--- config.mk ---
export PLATFORM = sky130hd
export DESIGN_NAME = gf180mcu_fd_sc_mcu7t5v0__and_tree_pipe
export DESIGN_NICKNAME = d
export VERILOG_FILES = /design/src/rtl/gf180mcu_fd_sc_mcu7t5v0__and_tree_pipe.sv
export SDC_FILE = /design/constraint.sdc
export NUM_CORES = 1
export LEC_CHECK = 0
export CAP_MARGIN = 10
export CORE_UTILIZATION = 41
export DETAILED_ROUTE_END_ITERATION = 10
export PLACE_DENSITY = 0.76
export SETUP_SLACK_MARGIN = 0.2
export SKIP_CTS_REPAIR_TIMING = 1
export SYNTH_ARGS = -nofsm -noshare
export SYNTH_HDL_FRONTEND = slang
export SYNTH_SLANG_ARGS = --single-unit
export TNS_END_PERCENT = 100
--- constraint.sdc ---
create_clock -name CLK -period 1.28 [get_ports CLK]
set_input_delay 0.256 -clock CLK [delete_from_list [all_inputs] [get_ports CLK]]
set_output_delay 0.256 -clock CLK [all_outputs]
set_load 0.01 [all_outputs]
--- src/rtl/gf180mcu_fd_sc_mcu7t5v0__and_tree_pipe.sv ---
// Pipelined N-operand AND/NAND reducer: a tree of 3-input AND levels, one register per level,
// with a valid/ready handshake whose ready chain runs combinationally from OUT_READY.
module gf180mcu_fd_sc_mcu7t5v0__and_tree_pipe #(
    parameter int unsigned N = 8,
    parameter int unsigned W = 4,
    localparam int unsigned L = (N <= 3) ? 1 : (N <= 9) ? 2 : 3,
    localparam int unsigned OccW = $clog2(L + 1)
) (
    input  logic              CLK,
    input  logic              RN,
    input  logic [N*W-1:0]    A,
    input  logic              INV,
    input  logic              IN_VALID,
    output logic              IN_READY,
    output logic [W-1:0]      Z,
    output logic              OUT_VALID,
    input  logic              OUT_READY,
    output logic [OccW-1:0]   OCC
);
    localparam int unsigned P = 3 ** L;
    // All stage words packed back to back: stage 1 at the bottom, the final word on top.
    localparam int unsigned T = (P - 1) / 2;

    logic [P*W-1:0]  a_pad;
    logic [T*W-1:0]  tree_d, tree_q;
    logic [L:1]      v_d, v_q, inv_d, inv_q, load;
    logic [OccW-1:0] occ_d, occ_q;
    logic [W-1:0]    top;

    // Missing operands are all-ones so they never clear a result bit.
    always_comb begin
        a_pad = '1;
        a_pad[N*W-1:0] = A;
    end

    for (genvar s = 1; s <= L; s++) begin : g_stage
        localparam int unsigned G   = 3 ** (L - s);
        localparam int unsigned Off = (P - 3 ** (L - s + 1)) / 2;

        logic             up_v;
        logic             up_inv;
        logic [3*G*W-1:0] din;
        logic [G*W-1:0]   red;

        if (s == 1) begin : g_src_port
            assign up_v   = IN_VALID;
            assign up_inv = INV;
            assign din    = a_pad;
        end else begin : g_src_stage
            localparam int unsigned OffUp = (P - 3 ** (L - s + 2)) / 2;
            assign up_v   = v_q[s-1];
            assign up_inv = inv_q[s-1];
            assign din    = tree_q[OffUp*W +: 3*G*W];
        end

        always_comb begin
            red = '0;
            for (int g = 0; g < G; g++) begin
                red[g*W +: W] = din[3*g*W +: W] & din[(3*g+1)*W +: W] & din[(3*g+2)*W +: W];
            end
        end

        // A stage can take new data if output drains or any stage from here down is empty.
        assign load[s]  = OUT_READY || !(&v_q[L:s]);
        assign v_d[s]   = load[s] ? up_v : v_q[s];
        assign inv_d[s] = load[s] ? up_inv : inv_q[s];
        assign tree_d[Off*W +: G*W] = (load[s] && up_v) ? red : tree_q[Off*W +: G*W];
    end

    always_comb begin
        occ_d = '0;
        for (int s = 1; s <= L; s++) begin
            occ_d = occ_d + OccW'(v_d[s]);
        end
    end

    always_ff @(posedge CLK or negedge RN) begin
        if (!RN) begin
            v_q    <= '0;
            inv_q  <= '0;
            tree_q <= '0;
            occ_q  <= '0;
        end else begin
            v_q    <= v_d;
            inv_q  <= inv_d;
            tree_q <= tree_d;
            occ_q  <= occ_d;
        end
    end

    assign top       = tree_q[(T-1)*W +: W];
    assign Z         = v_q[L] ? (inv_q[L] ? ~top : top) : '0;
    assign OUT_VALID = v_q[L];
    assign IN_READY  = load[1];
    assign OCC       = occ_q;

endmodule
== Word-level counts from Yosys, hierarchy flattened ==
Index checks and enable logic that the tools add are counted.
Word-level totals
  flip-flop bits (word level): 22
  output and inout port bits: 8
Cells by class
  $add $sub $neg: 1
  muxes and demuxes: 4
  bitwise logic cells: 8
  reductions and logical operators: 7
Operators with widths (count)
  4-bit AND: 7
  4-bit two-way mux: 2
  4-bit NOT: 1
  1-bit by 1-bit adder with 2-bit output: 1
  1-bit logical AND: 2
  1-bit logical NOT: 2
  1-bit logical OR: 2
  1-bit two-way mux: 2
  2-bit AND reduction: 1

== Depth between registers and ports, before layout ==
  depth after elaboration: 5
  depth in mapped cells: 6
  mapped depth without buffers: 5

== Worst setup path after synthesis ==
OpenSTA, ideal clock, no wires.
  kind: register -> register
  start: register v_q[2] (netlist name)
  end: register occ_q[0] (netlist: OCC[0])
  setup time: 126 ps
  arrival: 1059 ps
  setup slack: 95 ps
  stages on the path, launching flop included: 6
  buffers on the path: 0
  cells stage by stage: dfrtp_1 > nand2b_4 > nor2_8 > inv_4 > nand2b_1 > ha_1
Between the ends
  longest elaborated chain between the ends: 5
RTL lines
  from (decl): RTL line 26  | logic [L:1] v_d, v_q, inv_d, inv_q, load;
  from (signal assigned): RTL line 84  | v_q <= v_d;
  2-bit AND reduction: RTL line 64  | assign load[s] = OUT_READY || !(&v_q[L:s]);
  1-bit logical NOT: RTL line 64
  1-bit logical OR: RTL line 64
  net IN_READY: RTL line 14  | output logic IN_READY,
  1-bit two-way mux: RTL line 65  | assign v_d[s] = load[s] ? up_v : v_q[s];
  net v_d (one bit): RTL line 26
  1-bit by 1-bit adder with 2-bit output: RTL line 73  | occ_d = occ_d + OccW'(v_d[s]);
  net occ_d[0]: RTL line 27  | logic [OccW-1:0] occ_d, occ_q;
  to (signal assigned): RTL line 82  | occ_q <= '0;
  to (signal assigned): RTL line 87  | occ_q <= occ_d;
  to (decl): RTL line 27
The timed path passes the listed nets, and every way through them passes these cells.
A chain may end at the register's enable or synchronous reset.

== Final worst setup path ==
  start: register inv_q[2] (netlist name)
  end: output port Z[2]
Between the ends
  longest elaborated chain between the ends: 2
RTL lines
  from (decl): RTL line 26
  from (signal assigned): RTL line 85  | inv_q <= inv_d;
  4-bit two-way mux (2 in a row): RTL line 92  | assign Z = v_q[L] ? (inv_q[L] ? ~top : top) : '0;
  to (decl): RTL line 15  | output logic [W-1:0] Z,
No other way between the ends.

==> impl_metrics.tcl <==
set metrics [dict create \
    slew_headroom_pct 67.7 \
    vias 836 \
    r2r-start "v_q[2]$_DFF_PN0_" \
    antenna-diode-count 0 \
    dp_cells 154 \
    cap_viol_max_count 0 \
    die_y_um 52.9 \
    io_pins 45 \
    yosysSeqAreaShare_pct 51.8 \
    die_width_um 52.9 \
    clk_pin_slew_ps 130 \
    ff2ff_setup_slack_ps -80 \
    grt_pass1_vias 835 \
    violations "setup timing" \
    period_share_pct 124 \
    post-route-drc-count 0 \
    fin_crit_ps 1590 \
    path_max_fanout 5 \
    multi_input_area_um2 603 \
    syn_to_final_growth_pct 66.1 \
    rows 18 \
    numPortBuffers 44 \
    nFillCells 162 \
    synth_edf_count 0 \
    max_slew.worst_pin.slew_ps 484 \
    antenna_found_initial 0 \
    insertion_delay_ps 320 \
    ys_types 21 \
    firstDrtPassIters 3 \
    wl_um 2400 \
    root_buffer "clkbuf_4" \
    seq_area_um2 553 \
    async_flop_share_pct 100 \
    startpoint "inv_q[2]$_DFFE_PN0N_" \
    cp-start-kind "flip-flop" \
    fin_ws_ps -311 \
    avgRoutedWirePerCell_um 14.7 \
    whs_ps 255 \
    ant_nets 0 \
    power.leakage_nw 0.781 \
    core_area_mm2 0.00245 \
    slew_violations 0 \
    tritoncts "done" \
    layout.cells.non_filler 163 \
    max_freq_mhz 629 \
    synth_nets 115 \
    status "complete, but fails checks" \
    p_per_area_mw_per_mm2 939 \
    ys_warn_count 0 \
    layout-drive-gt1-share_pct 39.8 \
    synth_seq_cells 22 \
    critical_path_arrival_ps 1330 \
    gp_congestion 0.690 \
    ctsHtreeMaxLevel 1 \
    die_area_mm2 0.00280 \
    ys.flop_type "dfrtp_1" \
    syn_area_per_cell_um2 13.8 \
    r2r_cells 6 \
    initial_utilization_pct 43.3 \
    fin_nets 172 \
    cts_sinks 22 \
    rsz0062_at_grt "true" \
    hpwlAfterDp_um 1680 \
    ir_worst_vdd_uv 632 \
    detailedPlace.worstSlack_ps -458 \
    grt_usage_pct 18.1 \
    drt_iter0_markers 4 \
    clockBufferDepth 2 \
    grt_remaining_overflow 0 \
    hold_path.class "in2async" \
    grt_max_degree 23 \
    crit_required_ps 1020 \
    fin_skew_ps 10.3 \
    cts_buffers 3 \
    setup_violations 12 \
    r2r-end "tree_q[12]$_DFFE_PN0P_" \
    routed_via_density 5.13 \
    cp-end-kind "output port" \
    worstSetupPathType "reg2out" \
    syn_inst 77 \
    hold_violations 0 \
    grt_first_pass_wirelength_um 3510 \
    syn_area_mm2 0.00106 \
]
[logic make-up (layout without fill, tap and decap cells)]
kind of cell,count (synthesis),count (layout),share of synthesized area [%]
and+or+nand+nor,26,27,16.8
xor gates and xnor gates,4,4,3.29
DFF,22,22,51.8
buffers and inverters,6,61,4.47
muxes,6,6,6.71
adders and majority gates,1,1,1.18
AOI/OAI and AO/OA,12,12,15.8
[how the worst max path moves through the flow]
stage / end / slack (ps) / cells after the start
after global placement: IN_READY / -440 / 5
after detailed placement: IN_READY / -460 / 5
final: Z[2] / -310 / 4
after floorplan: OCC[0]$_DFF_PN0_ / 140 / 5
after global routing: Z[2] / -350 / 4
after CTS: Z[2] / -630 / 3
[where the power goes]
part | internal [mW] | switching [mW] | total (mW)
Combinational | 0.282 | 0.187 | 0.469
Clock | 0.174 | 0.216 | 0.390
Sequential | 0.751 | 0.0495 | 0.800
Total | 1.21 | 0.452 | 1.66
[Yosys cell counts (2+ instances only)]
| library cell | number | area, um^2 |
|---|---|---|
| o2bb2ai_1 | 2 | 17.5 |
| nand4_1 | 8 | 50.1 |
| and3_1 | 4 | 25.0 |
| dfrtp_1 | 22 | 551 |
| buf_2 | 2 | 10.0 |
| o2bb2ai_2 | 10 | 150 |
| nand3_1 | 4 | 20.0 |
| and2_1 | 4 | 25.0 |
| mux2_2 | 5 | 56.3 |
| nand2_1 | 2 | 7.51 |
| xor2_1 | 4 | 35.0 |
[routing by layer]
metal	wire length (um)	GRT usage, %	vias up
met3	109	3.45	4
met1	1010	21.5	399
met5	0	0	-
met2	1220	30.2	32
li1	-	-	401
met4	65	10.5	0
[through the flow]
step	instance area (um^2)	power [mW]	setup TNS, ps	utilization [%]
after floorplan	1060	0.977	0	-
after global placement	1570	1.19	-5530	64.0
after detailed placement	1570	1.21	-6400	64.0
after CTS	1610	1.60	-3720	65.4
after global routing	1770	1.73	-2040	72.0
final	1770	1.66	-1450	72.0
[critical path: stages, from the launching register on]
cell     delay, ps
dfrtp_2        480
buf_6          130
xor2_1         140
and2_1         130
buf_2          130
[area by class of cell]
type / instances / area share [%]
multi-input combinational: 50 / 34.1
sequential: 22 / 31.3
timing repair buffer: 55 / 29.8
tap: 30 / 2.12
clock buffer: 4 / 2.05
inverter: 2 / 0.567
[layout by cell type, fill, tap and decap left out, drive strengths merged, types with 6 or more instances in the layout]
cell type       n
o2bb2ai        12
clkdlybuf4s50  35
clkbuf          6
mux2            6
buf            17
nand4           8
dfrtp          22
[state kept, by name, summed over array words and instances (netlist names)]
signal  count
tree_q     16
OCC         2
inv_q       2
v_q         2
Note: power is estimated with default switching activity, not from simulation.
